`config.mk`:
```
export PLATFORM = sky130hd
export DESIGN_NAME = bsg_level_shift_iso_ctrl_flat
export DESIGN_NICKNAME = d
export VERILOG_FILES = /design/src/rtl/bsg_level_shift_iso_ctrl_if.sv /design/src/rtl/bsg_level_shift_iso_ctrl.sv /design/src/flat_wrapper.sv
export SDC_FILE = /design/constraint.sdc
export NUM_CORES = 1
export LEC_CHECK = 0
export BUFFER_PORTS_ARGS = -buffer_cell sky130_fd_sc_hd__buf_2
export CAP_MARGIN = 0
export CORE_UTILIZATION = 35
export DETAILED_ROUTE_END_ITERATION = 12
export PLACE_DENSITY = 0.54
export SLEW_MARGIN = 20
export SYNTH_ARGS = -nofsm -noshare
export SYNTH_HDL_FRONTEND = slang
export SYNTH_SLANG_ARGS = --single-unit
export TNS_END_PERCENT = 5
```
`constraint.sdc`:
```
create_clock -name clk_i -period 2.4 [get_ports clk_i]
set_input_delay 0.48 -clock clk_i [delete_from_list [all_inputs] [get_ports clk_i]]
set_output_delay 0.48 -clock clk_i [all_outputs]
set_load 0.005 [all_outputs]
```
`src/rtl/bsg_level_shift_iso_ctrl_if.sv`:
```
// bsg_level_shift_iso_ctrl_if
//   Bundles the request/status signals of the power-domain sequencer.
//   master : the sequencer (drives the power/isolation controls and status)
//   slave  : the environment (drives the request, power-good and error clear)
//   Signals:
//     on_req_i  level request, 1 = domain wanted on
//     pg_i      power-good from the switch, already synchronous to the clock
//     err_clr_i clears a latched error
//     pwr_en_o  power-switch enable
//     v0_en_o   level-shifter/isolation enable (0 = isolated)
//     on_o      domain usable
//     busy_o    power sequence in progress
//     err_o     error latched
//     dbg_state current sequencer state, for observation only
interface bsg_level_shift_iso_ctrl_if;
   logic       on_req_i;
   logic       pg_i;
   logic       err_clr_i;
   logic       pwr_en_o;
   logic       v0_en_o;
   logic       on_o;
   logic       busy_o;
   logic       err_o;
   logic [2:0] dbg_state;

   modport master (
      input  on_req_i, pg_i, err_clr_i,
      output pwr_en_o, v0_en_o, on_o, busy_o, err_o, dbg_state
   );

   modport slave (
      output on_req_i, pg_i, err_clr_i,
      input  pwr_en_o, v0_en_o, on_o, busy_o, err_o, dbg_state
   );
endinterface

```
`src/rtl/bsg_level_shift_iso_ctrl.sv`:
```
// bsg_level_shift_iso_ctrl
//   Always-on sequencer for a switchable power domain fed through a bank of
//   bsg level-shift source cells. Keeps isolation (v0_en_o = 0) engaged until
//   power is good and settled, and re-engages it before power is removed.
//   Ports:
//     clk_i    sole clock
//     reset_i  asynchronous active-high reset; cuts power and isolates at once
//     bus      bsg_level_shift_iso_ctrl_if.master (request/status bundle)
//   Optional feature (macro BSG_LEVEL_SHIFT_ISO_CTRL_TIMEOUT_EN):
//     when defined, PWR_UP and PWR_DN give up after timeout_cycles_p cycles
//     without the awaited pg_i level and enter ERR; otherwise they wait forever.
//   Outputs are Moore, decoded from the registered state only.
module bsg_level_shift_iso_ctrl #(
   parameter int settle_cycles_p  = 8,
   parameter int drain_cycles_p   = 4,
   parameter int timeout_cycles_p = 255
) (
   input logic                           clk_i,
   input logic                           reset_i,
   bsg_level_shift_iso_ctrl_if.master    bus
);

   localparam int max_a_lp  = (settle_cycles_p > drain_cycles_p) ? settle_cycles_p : drain_cycles_p;
   localparam int max_lp    = (max_a_lp > timeout_cycles_p) ? max_a_lp : timeout_cycles_p;
   localparam int cnt_w_lp  = $clog2(max_lp + 1);

   localparam logic [cnt_w_lp-1:0] settle_load_lp = cnt_w_lp'(settle_cycles_p - 1);
   localparam logic [cnt_w_lp-1:0] drain_load_lp  = cnt_w_lp'(drain_cycles_p - 1);
`ifdef BSG_LEVEL_SHIFT_ISO_CTRL_TIMEOUT_EN
   localparam logic [cnt_w_lp-1:0] timeout_load_lp = cnt_w_lp'(timeout_cycles_p - 1);
`endif

   typedef enum logic [2:0] {
      off_s    = 3'd0,
      pwr_up_s = 3'd1,
      settle_s = 3'd2,
      on_s     = 3'd3,
      drain_s  = 3'd4,
      pwr_dn_s = 3'd5,
      err_s    = 3'd6
   } state_e;

   state_e              state, state_nxt;
   logic [cnt_w_lp-1:0] cnt, cnt_nxt;

   always_ff @(posedge clk_i or posedge reset_i) begin
      if (reset_i) begin
         state <= off_s;
         cnt   <= '0;
      end else begin
         state <= state_nxt;
         cnt   <= cnt_nxt;
      end
   end

   // Next-state and counter update. The counter is reloaded only on entry to
   // a timed state; otherwise it holds or counts down.
   always_comb begin
      state_nxt = state;
      cnt_nxt   = cnt;
      unique case (state)
         off_s: begin
            if (bus.on_req_i) begin
               state_nxt = pwr_up_s;
`ifdef BSG_LEVEL_SHIFT_ISO_CTRL_TIMEOUT_EN
               cnt_nxt   = timeout_load_lp;
`endif
            end
         end
         pwr_up_s: begin
            // Dropping the request wins and skips DRAIN: isolation never opened.
            if (!bus.on_req_i) begin
               state_nxt = pwr_dn_s;
`ifdef BSG_LEVEL_SHIFT_ISO_CTRL_TIMEOUT_EN
               cnt_nxt   = timeout_load_lp;
`endif
            end else if (bus.pg_i) begin
               state_nxt = settle_s;
               cnt_nxt   = settle_load_lp;
            end
`ifdef BSG_LEVEL_SHIFT_ISO_CTRL_TIMEOUT_EN
            else if (cnt == '0) begin
               state_nxt = err_s;
            end else begin
               cnt_nxt = cnt - 1'b1;
            end
`endif
         end
         settle_s: begin
            if (!bus.on_req_i) begin
               state_nxt = pwr_dn_s;
`ifdef BSG_LEVEL_SHIFT_ISO_CTRL_TIMEOUT_EN
               cnt_nxt   = timeout_load_lp;
`endif
            end else if (!bus.pg_i) begin
               // A power-good glitch restarts the whole wait.
               state_nxt = pwr_up_s;
`ifdef BSG_LEVEL_SHIFT_ISO_CTRL_TIMEOUT_EN
               cnt_nxt   = timeout_load_lp;
`endif
            end else if (cnt == '0) begin
               state_nxt = on_s;
            end else begin
               cnt_nxt = cnt - 1'b1;
            end
         end
         on_s: begin
            if (!bus.pg_i) begin
               state_nxt = err_s;
            end else if (!bus.on_req_i) begin
               state_nxt = drain_s;
               cnt_nxt   = drain_load_lp;
            end
         end
         drain_s: begin
            // A down-sequence is never aborted by a new request.
            if (!bus.pg_i) begin
               state_nxt = err_s;
            end else if (cnt == '0) begin
               state_nxt = pwr_dn_s;
`ifdef BSG_LEVEL_SHIFT_ISO_CTRL_TIMEOUT_EN
               cnt_nxt   = timeout_load_lp;
`endif
            end else begin
               cnt_nxt = cnt - 1'b1;
            end
         end
         pwr_dn_s: begin
            if (!bus.pg_i) begin
               state_nxt = off_s;
            end
`ifdef BSG_LEVEL_SHIFT_ISO_CTRL_TIMEOUT_EN
            else if (cnt == '0) begin
               state_nxt = err_s;
            end else begin
               cnt_nxt = cnt - 1'b1;
            end
`endif
         end
         err_s: begin
            if (bus.err_clr_i) begin
               state_nxt = off_s;
            end
         end
         default: begin
            state_nxt = off_s;
            cnt_nxt   = '0;
         end
      endcase
   end

   // Moore output decode. v0_en_o is high only in ON.
   always_comb begin
      bus.pwr_en_o = 1'b0;
      bus.v0_en_o  = 1'b0;
      bus.on_o     = 1'b0;
      bus.busy_o   = 1'b0;
      bus.err_o    = 1'b0;
      unique case (state)
         pwr_up_s, settle_s, drain_s: begin
            bus.pwr_en_o = 1'b1;
            bus.busy_o   = 1'b1;
         end
         on_s: begin
            bus.pwr_en_o = 1'b1;
            bus.v0_en_o  = 1'b1;
            bus.on_o     = 1'b1;
         end
         pwr_dn_s: bus.busy_o = 1'b1;
         err_s:    bus.err_o  = 1'b1;
         default: ;
      endcase
   end

   assign bus.dbg_state = state;

endmodule

```
`src/flat_wrapper.sv`:
```
// flat-port wrapper written by rule: the top's interface ports become plain ports
module bsg_level_shift_iso_ctrl_flat 
#(
   parameter int settle_cycles_p  = 8,
   parameter int drain_cycles_p   = 4,
   parameter int timeout_cycles_p = 255
)
  (clk_i, reset_i, bus_on_req_i, bus_pg_i, bus_err_clr_i, bus_pwr_en_o, bus_v0_en_o, bus_on_o, bus_busy_o, bus_err_o, bus_dbg_state);
  bsg_level_shift_iso_ctrl_if bus_i ();
  input logic clk_i;
  input logic reset_i;
  input wire logic [$bits(bus_i.on_req_i)-1:0] bus_on_req_i;
  input wire logic [$bits(bus_i.pg_i)-1:0] bus_pg_i;
  input wire logic [$bits(bus_i.err_clr_i)-1:0] bus_err_clr_i;
  output wire logic [$bits(bus_i.pwr_en_o)-1:0] bus_pwr_en_o;
  output wire logic [$bits(bus_i.v0_en_o)-1:0] bus_v0_en_o;
  output wire logic [$bits(bus_i.on_o)-1:0] bus_on_o;
  output wire logic [$bits(bus_i.busy_o)-1:0] bus_busy_o;
  output wire logic [$bits(bus_i.err_o)-1:0] bus_err_o;
  output wire logic [$bits(bus_i.dbg_state)-1:0] bus_dbg_state;
  assign bus_i.on_req_i = bus_on_req_i;
  assign bus_i.pg_i = bus_pg_i;
  assign bus_i.err_clr_i = bus_err_clr_i;
  assign bus_pwr_en_o = bus_i.pwr_en_o;
  assign bus_v0_en_o = bus_i.v0_en_o;
  assign bus_on_o = bus_i.on_o;
  assign bus_busy_o = bus_i.busy_o;
  assign bus_err_o = bus_i.err_o;
  assign bus_dbg_state = bus_i.dbg_state;
  bsg_level_shift_iso_ctrl #(.settle_cycles_p(settle_cycles_p), .drain_cycles_p(drain_cycles_p), .timeout_cycles_p(timeout_cycles_p)) u_core (.clk_i(clk_i), .reset_i(reset_i), .bus(bus_i));
endmodule
```
==> flow_summary.ini <==
[worst_setup_path]
r2r_start = u_core.bus.dbg_state[0]
crit_type = reg -> reg
critPathMaxFanout = 15
worst_path_dominant_cell_family = compound AO/OA/AOI/OAI gates
cp.arrival_ps = 2180
setup.worst_path.end_class = register
path_buf_inv = 1
startpoint = u_core.bus.dbg_state[0]
r2r-end = u_core.cnt[7]
slowest_delay_ps = 670
worstSetupStartpointType = register
r2r_cells = 5
rrSetupSlack_ps = 370
critPathSlowestCell = dfrtp_1
crit_chain = inv_1 -> and2_1 -> a22o_2 -> o21ai_0 -> o41ai_2
cp_data_required_time_ps = 2540

[timing]
rsz0062_at_grt = false
slew_violations = 0
skew_ps = 2.56
finalSetupViolCount = 0
fin_crit_ps = 2030
fmax_ghz = 0.492
post-route-period-util_pct = 84.7
maxSlewHeadroom_pct = 62.1
final_hold_viol_count = 0
tns_ps = 0
tightest_slew_ps = 569

[detailed_routing]
route.detailed.drc = 0
vias = 773
drt-total-wl_mm = 1.92
first_pass_iters = 4
vias_per_cell = 5.33
ant_nets = 0
wl_per_cell_um = 13.2
dr.first_iter.drc_count = 5

[logic_synthesis]
synthAdderAreaFrac_pct = 2.75
synth-edff-count = 0
seq_area_frac_synth_pct = 30.3
async_flop_share_pct = 100
synth_top_family_by_area = compound AO/OA/AOI/OAI gates
yosys.area_share.simple_pct = 23.7
synthMuxAreaShare_pct = 1.24
synth_compound_area_share_pct = 31.8
synth_area_um2 = 908
synth_nets = 112
ys_warn_count = 0
syn_avg_cell_area_um2 = 8.65
ys.flop_type = dfrtp_1
synth_xor_area_share_pct = 2.89
ys_ff_latch = 11
ys_types = 38
synthCells = 105

[finish]
layout_common_cells = nor2_1, buf_2, o21ai_0, dfrtp_1, a21oi_1
post-route-util_pct = 40.3
antenna_cells = 0
drive_above_1_share_pct = 20.9
layout_commonest_cell = nor2_1
nets = 123
area_growth_pct = 8.82
nFillCells = 258

[clock_tree]
postCtsSetupRepairBufs = 0
insertion_delay_ps = 270
clock_sinks = 11
cts.htree.levels = 1
cts_resized = 0
clkTransAtPathRegs_ps = 70
cts_buffers = 3
root_buffer = clkbuf_4
clock_path_buffers = 2
hold_buffers = 0
cts_tree = yes

[placed_design]
port_buffers = 12
gp_congestion = 0.808
post-dp-hpwl_mm = 1.42

[power_and_ir_drop]
leakagePower_nw = 0.470
peakVddDrop_uv = 626
p_per_area_nw_per_um2 = 1440

[floorplanning]
die-area_um2 = 2800
io_pins = 13
die_h_um = 52.9
dieWidth_um = 52.9
initial_core_util_pct = 37.0
rows = 18
fp.coreArea_um2 = 2450

[run_status]
status = completed

[grt]
antenna_found_initial = 0
grt.total_usage_pct = 15.9
grt_pass1_wl_mm = 3.24
grt_overflow = 0
grt_max_degree = 21
grt_pass1_vias = 714

[min_path]
hp-class = in -> async

[job]
max_cap_violations = 0
==> report_power, final <==
group	internal (mW)	switching [mW]	leakage, nW
Clock	0.0644	0.0624	0.0150
Sequential	0.275	0.169	0.142
Combinational	0.375	0.475	0.313
Total	0.715	0.706	0.470
==> sequential cells by signal (all words and copies together) (netlist names) <==
register and count:
u_core.cnt 8, u_core.bus.dbg_state 3
==> metal layers <==
metal  up-vias  global-route usage, %  routed length (um)
li1        406                      -                   -
met2        12                   25.1                 890
met5         -                      0                   0
met3         0                   5.46                  70
met4         0                   1.32                   0
met1       355                   21.6                 957
==> cell usage after synthesis (all sizes together), types with 3 or more instances <==
master	instances	area share, %
dfrtp	11	30
o21ai	14	8.1
nand2b	4	2.8
o31ai	3	2.5
a21oi	7	3.9
nor2	13	5.4
buf	5	4.4
nand2	5	2.9
nor3	3	1.7
inv	6	2.5
==> final cells by class <==
class	count	area, um2	area share (%)
multi-input combinational	82	567	57.3
sequential	11	275	27.8
timing repair buffer	12	60.1	6.08
tap	30	37.5	3.80
clock buffer	4	26.3	2.66
inverter	6	22.5	2.28
==> through the flow <==
stage / worst slack (ps) / power, mW / cell area, um2 / cells / hold slack, ps
finish: 368 / 1.42 / 988 / 145 / 196
global route: 270 / 1.57 / 988 / 145 / 251
CTS: 366 / 1.44 / 988 / 145 / 211
detailed placement: 373 / 1.30 / 962 / 141 / 498
global placement: 406 / 1.29 / 962 / 141 / 488
floorplan: 674 / 1.12 / 908 / 105 / 332
==> logic make-up after synthesis <==
kind of cell | Yosys count
buffers and inverters | 12
and+or+nand+nor | 37
adders and majority gates | 2
DFF | 11
xor gates and xnor gates | 3
muxes | 1
AOI/OAI and AO/OA | 39
==> how the worst max path moves through the flow <==
stage	to	slack [ps]	cells past startpoint
5_1_grt	bus_v0_en_o	270	3
3_5_place_dp	u_core.cnt[7]	370	5
4_1_cts	u_core.cnt[7]	370	5
6_report	u_core.cnt[7]	370	5
3_3_place_gp	u_core.cnt[1]	410	5
2_1_floorplan	u_core.bus.dbg_state[1]	670	7
(Power assumes the default switching activity.)
